$ cat config.mk
export PLATFORM = sky130hd
export DESIGN_NAME = muldiv_fu
export DESIGN_NICKNAME = d
export VERILOG_FILES = /design/src/rtl/muldiv_fu_pkg.sv /design/src/rtl/muldiv_fu_iter_divider.sv /design/src/rtl/muldiv_fu.sv
export SDC_FILE = /design/constraint.sdc
export NUM_CORES = 2
export LEC_CHECK = 0
export ABC_AREA = 1
export BUFFER_PORTS_ARGS = -buffer_cell sky130_fd_sc_hd__buf_4
export CAP_MARGIN = 20
export CORE_MARGIN = 2
export CORE_UTILIZATION = 35
export CTS_CLUSTER_SIZE = 16
export DETAILED_ROUTE_END_ITERATION = 6
export GPL_ROUTABILITY_DRIVEN = 0
export HOLD_SLACK_MARGIN = 0.06
export PLACE_DENSITY = 0.59
export SLEW_MARGIN = 15
export SYNTH_ARGS = -nofsm -noshare
export SYNTH_HDL_FRONTEND = slang
export SYNTH_HIERARCHICAL = 1
export SYNTH_SLANG_ARGS = --single-unit
$ cat constraint.sdc
create_clock -name clk_in -period 8.8 [get_ports clk_in]
set_input_delay 0.88 -clock clk_in [delete_from_list [all_inputs] [get_ports clk_in]]
set_output_delay 0.88 -clock clk_in [all_outputs]
set_load 0.05 [all_outputs]
$ cat src/rtl/muldiv_fu_pkg.sv
// Shared types and constants for the RV32M multiply/divide functional unit.
package muldiv_fu_pkg;

  localparam int XLEN     = 32;
  localparam int ROB_IX_W = 3;
  localparam int OPCODE_W = 4;
  localparam int CNT_W    = 6;

  localparam logic [XLEN-1:0] INT_MIN = {1'b1, {(XLEN-1){1'b0}}};

  typedef enum logic [OPCODE_W-1:0] {
    MF_MUL    = 4'd0,
    MF_MULH   = 4'd1,
    MF_MULHSU = 4'd2,
    MF_MULHU  = 4'd3,
    MF_DIV    = 4'd4,
    MF_DIVU   = 4'd5,
    MF_REM    = 4'd6,
    MF_REMU   = 4'd7
  } muldiv_func_e;

  typedef enum logic [1:0] {
    ST_IDLE,
    ST_MUL,
    ST_DIV,
    ST_DONE
  } fu_state_e;

endpackage

$ cat src/rtl/muldiv_fu_iter_divider.sv
// Unsigned restoring divider, one quotient bit per cycle; done flags the final iteration.
module muldiv_fu_iter_divider
  import muldiv_fu_pkg::*;
(
  input  logic            clk_in,
  input  logic            rst_in,
  input  logic            start,
  input  logic            abort,
  input  logic [XLEN-1:0] dividend,
  input  logic [XLEN-1:0] divisor,
  output logic            done,
  output logic [XLEN-1:0] quotient,
  output logic [XLEN-1:0] remainder
);

  logic [CNT_W-1:0] count_q;
  logic [XLEN-1:0]  quot_q;
  logic [XLEN-1:0]  rem_q;
  logic [XLEN-1:0]  dvs_q;
  logic [XLEN:0]    shifted;
  logic [XLEN:0]    trial;

  assign shifted   = {rem_q, quot_q[XLEN-1]};
  assign trial     = shifted - {1'b0, dvs_q};
  assign done      = (count_q == CNT_W'(1));
  assign quotient  = quot_q;
  assign remainder = rem_q;

  always_ff @(posedge clk_in or posedge rst_in) begin
    if (rst_in) begin
      count_q <= '0;
      quot_q  <= '0;
      rem_q   <= '0;
      dvs_q   <= '0;
    end else if (abort) begin
      count_q <= '0;
      rem_q   <= '0;
    end else if (start) begin
      count_q <= CNT_W'(XLEN);
      quot_q  <= dividend;
      rem_q   <= '0;
      dvs_q   <= divisor;
    end else if (count_q != '0) begin
      count_q <= count_q - CNT_W'(1);
      // borrow out of the trial subtract means the shifted remainder is smaller than the divisor
      if (!trial[XLEN]) begin
        rem_q  <= trial[XLEN-1:0];
        quot_q <= {quot_q[XLEN-2:0], 1'b1};
      end else begin
        rem_q  <= shifted[XLEN-1:0];
        quot_q <= {quot_q[XLEN-2:0], 1'b0};
      end
    end
  end

endmodule

$ cat src/rtl/muldiv_fu.sv
// RV32M multiply/divide unit: one op at a time from the reservation station, result held on the CDB until granted.
//   state | meaning
//   IDLE  | free, accepts valid_in
//   MUL   | registering the 64-bit product
//   DIV   | iterative divider running
//   DONE  | loads result on entry, then requests the CDB until granted
module muldiv_fu
  import muldiv_fu_pkg::*;
(
  input  logic                clk_in,
  input  logic                rst_in,
  input  logic                valid_in,
  input  logic [XLEN-1:0]     rval1_in,
  input  logic [XLEN-1:0]     rval2_in,
  input  logic [OPCODE_W-1:0] opcode_in,
  input  logic [ROB_IX_W-1:0] rob_ix_in,
  input  logic                flush_in,
  input  logic                cdb_grant_in,
  output logic                fu_busy_out,
  output logic                cdb_req_out,
  output logic [XLEN-1:0]     cdb_value_out,
  output logic [ROB_IX_W-1:0] cdb_rob_ix_out
);

  fu_state_e           state_q;
  logic [XLEN-1:0]     a_q, b_q;
  logic [OPCODE_W-1:0] op_q;
  logic [ROB_IX_W-1:0] rob_q;
  logic                special_q;
  logic [2*XLEN-1:0]   prod_q, prod_full, a_ext, b_ext;
  logic                in_div, in_signed, in_special, div_start, div_done;
  logic [XLEN-1:0]     dvd_mag, dvs_mag, quotient, remainder, q_fix, r_fix, result;
  logic                q_signed, mul_hi;

  assign fu_busy_out = (state_q != ST_IDLE);

  assign in_div     = (opcode_in[3:2] == 2'b01);
  assign in_signed  = ~opcode_in[0];
  assign in_special = in_div && ((rval2_in == '0) ||
                      (in_signed && rval1_in == INT_MIN && rval2_in == '1));
  assign dvd_mag    = (in_signed && rval1_in[XLEN-1]) ? -rval1_in : rval1_in;
  assign dvs_mag    = (in_signed && rval2_in[XLEN-1]) ? -rval2_in : rval2_in;
  assign div_start  = (state_q == ST_IDLE) && valid_in && !flush_in && in_div && !in_special;

  muldiv_fu_iter_divider u_div (
    .clk_in    (clk_in),
    .rst_in    (rst_in),
    .start     (div_start),
    .abort     (flush_in),
    .dividend  (dvd_mag),
    .divisor   (dvs_mag),
    .done      (div_done),
    .quotient  (quotient),
    .remainder (remainder)
  );

  // Sign-extend to 64 bits only for operands the op treats as signed; the low 64 bits of the
  // product are then correct for every variant.
  assign a_ext     = {{XLEN{a_q[XLEN-1] & (op_q == MF_MULH || op_q == MF_MULHSU)}}, a_q};
  assign b_ext     = {{XLEN{b_q[XLEN-1] & (op_q == MF_MULH)}}, b_q};
  assign prod_full = a_ext * b_ext;
  assign mul_hi    = (op_q == MF_MULH) || (op_q == MF_MULHSU) || (op_q == MF_MULHU);

  assign q_signed = ~op_q[0];
  assign q_fix    = (q_signed && (a_q[XLEN-1] ^ b_q[XLEN-1])) ? -quotient : quotient;
  assign r_fix    = (q_signed && a_q[XLEN-1]) ? -remainder : remainder;

  always_comb begin
    result = '0;
    if (op_q[3:2] != 2'b01) begin
      result = mul_hi ? prod_q[2*XLEN-1:XLEN] : prod_q[XLEN-1:0];
    end else if (special_q) begin
      if (b_q == '0) result = op_q[1] ? a_q : '1;
      else           result = op_q[1] ? '0  : INT_MIN;
    end else begin
      result = op_q[1] ? r_fix : q_fix;
    end
  end

  always_ff @(posedge clk_in or posedge rst_in) begin
    if (rst_in) begin
      state_q        <= ST_IDLE;
      a_q            <= '0;
      b_q            <= '0;
      op_q           <= '0;
      rob_q          <= '0;
      special_q      <= 1'b0;
      prod_q         <= '0;
      cdb_req_out    <= 1'b0;
      cdb_value_out  <= '0;
      cdb_rob_ix_out <= '0;
    end else if (flush_in) begin
      state_q     <= ST_IDLE;
      cdb_req_out <= 1'b0;
    end else begin
      case (state_q)
        ST_IDLE: begin
          if (valid_in) begin
            a_q       <= rval1_in;
            b_q       <= rval2_in;
            op_q      <= opcode_in;
            rob_q     <= rob_ix_in;
            special_q <= in_special;
            if (!in_div)         state_q <= ST_MUL;
            else if (in_special) state_q <= ST_DONE;
            else                 state_q <= ST_DIV;
          end
        end
        ST_MUL: begin
          prod_q  <= prod_full;
          state_q <= ST_DONE;
        end
        ST_DIV: begin
          if (div_done) state_q <= ST_DONE;
        end
        ST_DONE: begin
          if (cdb_req_out && cdb_grant_in) begin
            state_q     <= ST_IDLE;
            cdb_req_out <= 1'b0;
          end else if (!cdb_req_out) begin
            cdb_req_out    <= 1'b1;
            cdb_value_out  <= result;
            cdb_rob_ix_out <= rob_q;
          end
        end
        default: state_q <= ST_IDLE;
      endcase
    end
  end

endmodule

==> key figures <==
Clock network
  • CTS HTree Levels: 2
  • Setup Fix Bufs, Post-CTS: 0
  • Post-CTS sizing: 0
  • CTS tree: done
  • Clock Sinks: around 280
  • CTS Buffer Depth: 3
  • Clock root cell: clkbuf_16
  • Clock buffer count from CTS: 37
  • Hold-fix buffers at CTS: 0
  • Clock transition at path regs: 0.06 ns
  • Clk Latency, worst-skew pair: just under 0.6 ns

Global route
  • Largest net degree at the start of global routing: ~120
  • Gr usage total: 0.2284
  • Global route overflow: 0
  • Number of global-route vias before repair: between 50k and 60k
  • First-pass GRT wire length: just over 300 mm
  • Initial antenna violation count: 2

Floorplan
  • Die width: slightly above 400 um
  • Rows: 150
  • Initial Util: 0.3526
  • Ports: 113
  • Die area: about 0.17 mm2
  • Core footprint: 0.1674 mm2
  • Die Y: around 410 um

STA
  • Fmax: approximately 120 MHz
  • Worst Clk Skew: 0.03372 ns
  • Period utilization: 0.9454
  • TNS Setup: 0 ns
  • Minimum clock period: 8.319 ns
  • Setup WS post-layout: a little under 0.5 ns
  • RSZ-0062 raised after global routing: false
  • Slew Limit Fails: 0
  • Final Setup Violations: 0
  • Slew @ Worst Pin: 1.144 ns
  • Slew HR: 0.2377
  • Final Hold Viols: 0

Synthesis
  • Yosys warnings: 6
  • Synth area leaders: fa_1 38%, nand2_1 14%, inv_1 13%
  • Synth area leader: fa_1
  • Synthesized area per cell: around 7.4 um2
  • Unique masters post-synth: 62
  • Cell Area, Synth: between 0.05 and 0.06 mm2
  • Syn nets: 9,415
  • Post-synth top cells: 2,196 x nand2_1, 2,055 x inv_1, 1,126 x fa_1, 458 x nor2_1, 310 x clkbuf_1
  • Most common cell in the netlist: nand2_1
  • Seq/Total Area, Yosys: 0.1170
  • Ys flop type: dfrtp_1
  • Ys async rst share: 1.000
  • EDFF count, synth: 0
  • Synth Register Bits: about 280
  • Syn Inst Count: between 7k and 8k
  • Top cell type's share of synthesized area: 0.3819

Critical path
  • Required @ worst endpoint: approximately 9.3 ns
  • Critical path's largest stage delay: about 1.1 ns
  • Crit Path Class: reg2reg
  • Critical path startpoint category: register
  • FF-to-FF Start: a_q[16]
  • Crit Path Max Fanout: 16
  • Critical Path Source: a_q[16]
  • Crit path cell chain: buf_4, nand2_1, fa_1, inv_1, fa_1, inv_1, fa_1, fa_1, fa_1, fa_1, inv_1, fa_1, fa_1, ha_1, nand2_1, o21ai_0, a21oi_1, o21ai_0, inv_1, nand3_1, nand2_1, nand3_1, nand2_1
  • Crit path buf inv count: 5
  • R2r worst-path depth: 23
  • Most numerous cell on the critical path: fa_1
  • CP endpoint kind: register
  • CP arrival: ~8.8 ns
  • Crit. path cell count: 23
  • Slowest CP cell: dfrtp_1
  • Critical path's top delay family: adder cells

Route
  • DR vias: 50.43k
  • Drt first pass iters: 6
  • Final WL: approximately 190 mm
  • Antenna Nets Post-Route: 0
  • Via-to-Cell Ratio: approximately 5
  • Detailed Route Iter0 Violations: ~4.3k
  • Post-route DRC: 0
  • Wire per inst: about 19 um

Final layout
  • Layout fillers: approximately 17k
  • Post-layout util: 0.3814
  • Final nets: ~9.3k
  • Final Instance Area: approximately 0.064 mm2
  • Antenna diodes: 0
  • Layout cells sized above 1: 0.05948
  • P&R area growth vs syn: 8.169%

Min path
  • Hold crit path type: in2async

Place
  • Post-DP HPWL: between 150 and 200 mm
  • I/O Buffers: 112
  • Post-Place Worst Slack: 0.5711 ns
  • Placed inst area: about 0.062 mm2

Job
  • Maxcap violations: 0

Run status
  • Status: completed
==> path summary, 6_finish.rpt <==
check | to | slack [ns]
max in group asynchronous | cdb_value_out[10] | 6.77
max reg2reg | prod_q[43] | 0.48
max | prod_q[43] | 0.48
min in group clk_in | rob_q[1] | 0.48
min | u_div/quotient[24] | 0.41
min reg2reg | rob_q[1] | 0.48
==> worst reg2reg max path, delay by kind of cell (launching register included) <==
kind	cells	cell delay, ns
flops	1	1.09
compound gates	3	1.34
buf+inv	5	0.72
simple gates	6	0.59
fa+ha+maj	9	4.46
==> flip-flops by register name, summed over array words and instances (netlist names) <==
name	flops
a_q	32
b_q	32
cdb_req_out	1
cdb_rob_ix_out	3
cdb_value_out	32
op_q	4
prod_q	64
rob_q	3
special_q	1
state_q	2
u_div/count_q	6
u_div/dvs_q	32
u_div/quotient	32
u_div/remainder	32
==> cell type report <==
| type | instances | area, um2 | area share |
|---|---|---|---|
| Clock buffer | 51 | 1071 | 0.01677 |
| Clock inverter | 16 | 173.9 | 0.002724 |
| Inverter | 2080 | 7818 | 0.1224 |
| Multi-Input combinational cell | 5235 | 42850 | 0.6710 |
| Sequential cell | 276 | 6919 | 0.1084 |
| Tap cell | 2204 | 2758 | 0.04319 |
| Timing Repair Buffer | 260 | 2267 | 0.03551 |
==> kinds of logic after synthesis <==
family                   count (synthesis)  share of synthesized area
XOR/XNOR                                90                    0.01335
AND/OR/NAND/NOR                       3163                     0.2191
flip-flops                             276                     0.1170
AO/OA/AOI/OAI                          599                    0.05638
multiplexers                             1                  0.0001907
buffers and inverters                 2446                     0.1579
adder cells (fa/ha/maj)               1382                     0.4361
==> cell usage in the layout, fill, tap and decap left out, types with 30 or more instances in the layout <==
cell	count
xnor2_1	37
nor3_1	43
nand3_1	286
o21ai_0	278
xor2_1	53
nor2_1	458
nand2_2	30
o211ai_1	51
ha_1	256
nand4_1	45
dfrtp_1	266
inv_1	2051
fa_1	1126
clkbuf_16	40
a21oi_1	183
nand2_1	2194
buf_4	234
==> metal layers <==
layer  global-route usage  up-vias  routed length, um
li1                     -    22902                  -
met1               0.3068    25315              82630
met2               0.3777     1860              91230
met3              0.02810      352              13020
met4              0.08524        0               8100
met5                    0        -                  0
==> stage by stage <==
step / std cells / hold WS (ns)
2_1_floorplan: 7957 / 0.4422
3_3_place_gp: 10046 / 0.4570
3_5_place_dp: 10048 / 0.4602
4_1_cts: 10115 / 0.4129
5_1_grt: 10122 / 0.4563
6_report: 10122 / 0.4122
Power is not shown: default switching activity piles up to over one toggle a cycle in this logic, so the estimate is an artifact.
